<file path="src/rtl/fifo_rd_arbiter.sv">
// Round-robin read scheduler draining NUM_CH FIFOs into one stream.
// Bounded bursts per grant, 2-entry output buffer absorbs backpressure.
module fifo_rd_arbiter #(
  parameter int NUM_CH    = 4,
  parameter int CHW       = 2,
  parameter int WIDTH     = 8,
  parameter int PTR       = 4,
  parameter int MAX_BURST = 4
) (
  input  logic                      clk,
  input  logic                      reset,
  input  logic [NUM_CH-1:0]         ch_rdempty,
  input  logic [NUM_CH*(PTR+1)-1:0] ch_rdusedw,
  input  logic [NUM_CH*WIDTH-1:0]   ch_dataout,
  output logic [NUM_CH-1:0]         ch_rden,
  output logic                      out_valid,
  input  logic                      out_ready,
  output logic [WIDTH-1:0]          out_data,
  output logic [CHW-1:0]            out_ch,
  output logic                      out_last,
  output logic                      busy,
  output logic                      err_underrun
);

  typedef enum logic [1:0] {
    IDLE,
    ARB,
    BURST
  } state_t;

  localparam logic [PTR:0] MB  = (PTR+1)'(MAX_BURST);
  localparam logic [PTR:0] ONE = (PTR+1)'(1);

  state_t         state, state_nx;
  logic [CHW-1:0] rr_ptr, gnt, arb_g;
  logic           arb_hit;
  logic [PTR:0]   remaining, arb_used, arb_len;

  logic           inflight, infl_last;
  logic [CHW-1:0] infl_ch;

  logic [WIDTH-1:0] buf_data [2];
  logic [CHW-1:0]   buf_ch   [2];
  logic             buf_last [2];
  logic             wr_ptr, rd_ptr;
  logic [1:0]       count, occ;

  logic push, pop, credit;
  logic issue, underrun, rem_nz;

  always_comb begin
    arb_g   = '0;
    arb_hit = 1'b0;
    // descending scan so the nearest channel after rr_ptr wins
    for (int i = NUM_CH; i >= 1; i--) begin
      if (!ch_rdempty[(int'(rr_ptr) + i) % NUM_CH]) begin
        arb_hit = 1'b1;
        arb_g   = CHW'((int'(rr_ptr) + i) % NUM_CH);
      end
    end
  end

  assign arb_used =
    ch_rdusedw[int'(arb_g)*(PTR+1) +: PTR+1];
  assign arb_len  = (arb_used < MB) ? arb_used : MB;

  assign push   = inflight;
  assign pop    = (count != 2'd0) & out_ready;
  assign occ    = count + {1'b0, inflight};
  // a word leaving this cycle frees its slot
  assign credit = (occ < 2'd2) | pop;

  assign rem_nz   = remaining != '0;
  assign underrun = (state == BURST) & rem_nz
                  & ch_rdempty[gnt];
  assign issue    = (state == BURST) & rem_nz
                  & credit & ~ch_rdempty[gnt]
                  & ~reset;

  assign ch_rden = issue
    ? ({{(NUM_CH-1){1'b0}}, 1'b1} << gnt)
    : '0;

  always_comb begin
    state_nx = state;
    unique case (state)
      IDLE:
        if (~&ch_rdempty) state_nx = ARB;
      ARB:
        state_nx = arb_hit ? BURST : IDLE;
      BURST:
        if (underrun || !rem_nz ||
            (issue && remaining == ONE))
          state_nx = ARB;
      default:
        state_nx = IDLE;
    endcase
  end

  always_ff @(posedge clk) begin
    if (reset) begin
      state        <= IDLE;
      rr_ptr       <= CHW'(NUM_CH-1);
      gnt          <= '0;
      remaining    <= '0;
      inflight     <= 1'b0;
      infl_ch      <= '0;
      infl_last    <= 1'b0;
      err_underrun <= 1'b0;
      wr_ptr       <= 1'b0;
      rd_ptr       <= 1'b0;
      count        <= 2'd0;
      for (int i = 0; i < 2; i++) begin
        buf_data[i] <= '0;
        buf_ch[i]   <= '0;
        buf_last[i] <= 1'b0;
      end
    end else begin
      state        <= state_nx;
      err_underrun <= underrun;

      if (state == ARB && arb_hit) begin
        rr_ptr    <= arb_g;
        gnt       <= arb_g;
        remaining <= arb_len;
      end else if (underrun) begin
        remaining <= '0;
      end else if (issue) begin
        remaining <= remaining - ONE;
      end

      inflight <= issue;
      if (issue) begin
        infl_ch   <= gnt;
        infl_last <= remaining == ONE;
      end

      if (push) begin
        buf_data[wr_ptr] <=
          ch_dataout[int'(infl_ch)*WIDTH +: WIDTH];
        buf_ch[wr_ptr]   <= infl_ch;
        buf_last[wr_ptr] <= infl_last;
        wr_ptr           <= ~wr_ptr;
      end
      if (pop) rd_ptr <= ~rd_ptr;

      case ({push, pop})
        2'b10:   count <= count + 2'd1;
        2'b01:   count <= count - 2'd1;
        default: count <= count;
      endcase
    end
  end

  assign out_valid = count != 2'd0;
  assign out_data  = buf_data[rd_ptr];
  assign out_ch    = buf_ch[rd_ptr];
  assign out_last  = buf_last[rd_ptr];
  assign busy      = (state != IDLE) | out_valid;

endmodule

</file>
<file path="config.mk">
export PLATFORM = sky130hd
export DESIGN_NAME = fifo_rd_arbiter
export DESIGN_NICKNAME = d
export VERILOG_FILES = /design/src/rtl/fifo_rd_arbiter.sv
export SDC_FILE = /design/constraint.sdc
export NUM_CORES = 1
export LEC_CHECK = 0
export ABC_AREA = 1
export BUFFER_PORTS_ARGS = -buffer_cell sky130_fd_sc_hd__buf_2
export CAP_MARGIN = 5
export CELL_PAD_IN_SITES_DETAIL_PLACEMENT = 1
export CELL_PAD_IN_SITES_GLOBAL_PLACEMENT = 2
export CORE_MARGIN = 1
export CORE_UTILIZATION = 31
export CTS_CLUSTER_SIZE = 14
export DETAILED_ROUTE_END_ITERATION = 16
export PLACE_DENSITY = 0.88
export SYNTH_ARGS = -nofsm -noshare
export SYNTH_HDL_FRONTEND = slang
export SYNTH_SLANG_ARGS = --single-unit
</file>
<file path="constraint.sdc">
create_clock -name clk -period 3 [get_ports clk]
set_clock_uncertainty 0.1 [all_clocks]
set_input_delay 0 -clock clk [delete_from_list [all_inputs] [get_ports clk]]
set_output_delay 0 -clock clk [all_outputs]
set_load 0.005 [all_outputs]
</file>
==> out/metrics.cfg <==
[yosys]
synthesis.area_sq_um=2610
synth_top_area_share=0.253
synth_area_leader_cell=edfxtp_1
syn_nets=386
yosysMostFrequentCell=nand2_1
yosys_warnings=0
synth.distinct_cells=34
ys_ff_latch=43
synth_area_leaders=edfxtp_1, dfxtp_1, nand2_1
netlist_instances=323
synth.avg_cell_area_sq_um=8.08
synth_edf_count=22
ys_seq_area_frac=0.414
async_reset_ff_frac=0
synth_common_cells=nand2_1, nor2_1, nand3_1
synth-main-ff-cell=edfxtp_1

[global_routing]
antenna_found_initial=0
grt_pass1_vias=2639
grt_pass1_wl_um=11700
grtUsageTotal=0.170
grt_max_degree=20
overflow=0

[critical_path]
crit_fanout=8
slowest_stage=dfxtp_1
worst_ep_arrival_time_ps=2140
cp_cell_sequence=inv_1 > ha_1 > a31oi_4 > nand3_1 > nor2_2 > inv_1 > nor3_1 > buf_2
timing.rr.end=infl_ch[0]$_SDFFE_PP0P_
cp_num_buf_inv=3
cp.required_ps=2900
reg2reg_depth=8
worstReg2RegStart=remaining[0]$_SDFFE_PP0P_
rrSetupSlack_ps=1010
critPathKind=reg2out
max_stage_delay_ps=410
critPathTopFamily=simple AND/OR/NAND/NOR gates
cp_common_cell=inv_1
cp-end-kind=primary output
cp-start-kind=flip-flop

[placement]
place_congestion=0.855
io_buffers=76
place_hpwl_um=5560
dp.cells=497

[clocking]
cts.sinks=43
clkTransAtPathRegs_ps=80
ctsResizeCount=0
insertion_delay_ps=290
tritoncts=yes
cts_buffers=5
clockRootBuffer=clkbuf_8
clockBufferDepth=2
cts_max_level=2

[drt]
viasPerCell=4.86
wire_per_inst_um=13.9
drc=0
first_pass_iters=4
drt-initial-drc-count=53
num_vias=2463
drt-total-wl_um=7030
ant_nets=0

[die]
fp.dieW_um=93.7
fp-row-count=33
core_sq_um=8180
die_h_um=93.7
start_util=0.319
dieArea_sq_um=8790
pin_count=77

[power_and_ir_drop]
p_per_area_nw_per_um2=473
p_sw_frac=0.320
pwr-share-clk=0.269
seqPwrFrac=0.450
vdd_drop_max_v=0.000164
switchingPower_mw=0.486
p_leak_nw=1.47
pwr-share-comb=0.281
p_int_mw=1.04

[hold_path]
hp-class=in2reg
hp-start=ch_dataout[19]
hold_depth=4
hold_end=buf_data[1][3]$_SDFFCE_PN0P_

[job]
drv_cap=0

[timing]
rsz0062_at_grt=no
hold_viol_final=0
finalSetupViolations=0
period_share=0.746
min_period_ps=2240
tightest_slew_ps=525
timing.setup.tns_ps=0
fmax_mhz=447
relSlewSlack=0.648
report.final.slew_viol_count=0

[layout]
nets=464
fillers=1020
antennaDiodeCount=0
final-instance-count-excl-fill=507
drive_gt1_frac=0.323
area_delta_synth_final_pct=23.3

[status]
status=completed

-- worst max-delay path by stage --
stage / slack (ps) / startpoint / to / depth (start not counted)
2_1_floorplan: 1330 / remaining[0]$_SDFFE_PP0P_ / infl_ch[0]$_SDFFE_PP0P_ / 8
3_3_place_gp: 1030 / remaining[0]$_SDFFE_PP0P_ / infl_ch[0]$_SDFFE_PP0P_ / 8
3_5_place_dp: 980 / remaining[0]$_SDFFE_PP0P_ / infl_ch[0]$_SDFFE_PP0P_ / 8
4_1_cts: 690 / remaining[0]$_SDFFE_PP0P_ / ch_rden[1] / 8
5_1_grt: 520 / remaining[0]$_SDFFE_PP0P_ / ch_rden[0] / 8
6_report: 760 / remaining[0]$_SDFFE_PP0P_ / ch_rden[0] / 8
-- power groups by stage --
stage	Sequential [mW]	Combinational, mW	Clock (mW)
floorplan	0.682	0.321	0
CTS	0.685	0.436	0.420
global placement	0.697	0.420	0
global route	0.690	0.489	0.443
detailed placement	0.699	0.432	0
finish	0.685	0.428	0.410
-- routing by layer --
layer / wire, um / up-vias / GRT usage
li1: - / 1249 / -
met1: 2920 / 1143 / 0.185
met2: 3600 / 64 / 0.324
met3: 419 / 7 / 0.0332
met4: 83 / 0 / 0.0577
met5: 0 / - / 0
-- sequential cells by signal, summed over array words and instances, names as in the netlist, 2 cells and up, named ones only --
| register | cells |
|---|---|
| state | 2 |
| count | 2 |
| buf_data | 16 |
| infl_ch | 2 |
| gnt | 2 |
| rr_ptr | 2 |
| buf_last | 2 |
| buf_ch | 4 |
| remaining | 5 |
-- through the flow --
| step | utilization | area [sq um] | hold slack (ps) | power, mW | setup slack (ps) |
|---|---|---|---|---|---|
| after global placement | 0.378 | 3090 | 165 | 1.12 | 1030 |
| final | 0.393 | 3220 | 94.4 | 1.52 | 761 |
| after floorplan | - | 2610 | -30.9 | 1.00 | 1330 |
| after CTS | 0.393 | 3220 | 87.0 | 1.54 | 686 |
| after detailed placement | 0.378 | 3090 | 172 | 1.13 | 979 |
| after global routing | 0.393 | 3220 | 118 | 1.62 | 515 |
-- placed cells by master (no fill, tap or decap), types with 4 or more instances in the layout --
| master | count |
|---|---|
| or3_1 | 5 |
| ha_1 | 4 |
| edfxtp_1 | 22 |
| a32o_1 | 8 |
| nand2_1 | 64 |
| nand3_2 | 4 |
| dfxtp_1 | 21 |
| nor2_1 | 32 |
| inv_1 | 28 |
| nand3b_1 | 5 |
| inv_2 | 4 |
| nand2_2 | 18 |
| nand3_1 | 29 |
| clkbuf_8 | 5 |
| buf_2 | 76 |
| a21oi_1 | 24 |
| o21ai_0 | 10 |
| mux2_2 | 11 |
-- cell type report --
cell class / count / area, sq um / area share
clock buffer: 8 / 101 / 0.0315
multi-input combinational: 234 / 1340 / 0.417
timing repair buffer: 80 / 415 / 0.129
sequential: 43 / 1080 / 0.336
tap: 105 / 131 / 0.0409
inverter: 37 / 145 / 0.0451
-- what timing repair did --
action,4_1_cts,5_1_grt
endpoints found under the hold margin,8,0
buffers inserted,0,0
hold buffers,2,0
-- worst min-delay path: stages --
cell,delay (ps)
buf_2,100
nand2_1,50
a32o_1,140
nor2_1,40
-- cell families after synthesis --
logic type,after synthesis,synth area share
multiplexers,11,0.0475
flip-flops,43,0.414
adder cells (fa/ha/maj),4,0.0192
AND/OR/NAND/NOR,169,0.320
AO/OA/AOI/OAI,49,0.124
buffers and inverters,46,0.0715
XOR/XNOR,1,0.00336
Power figures use the tool's default switching activity.
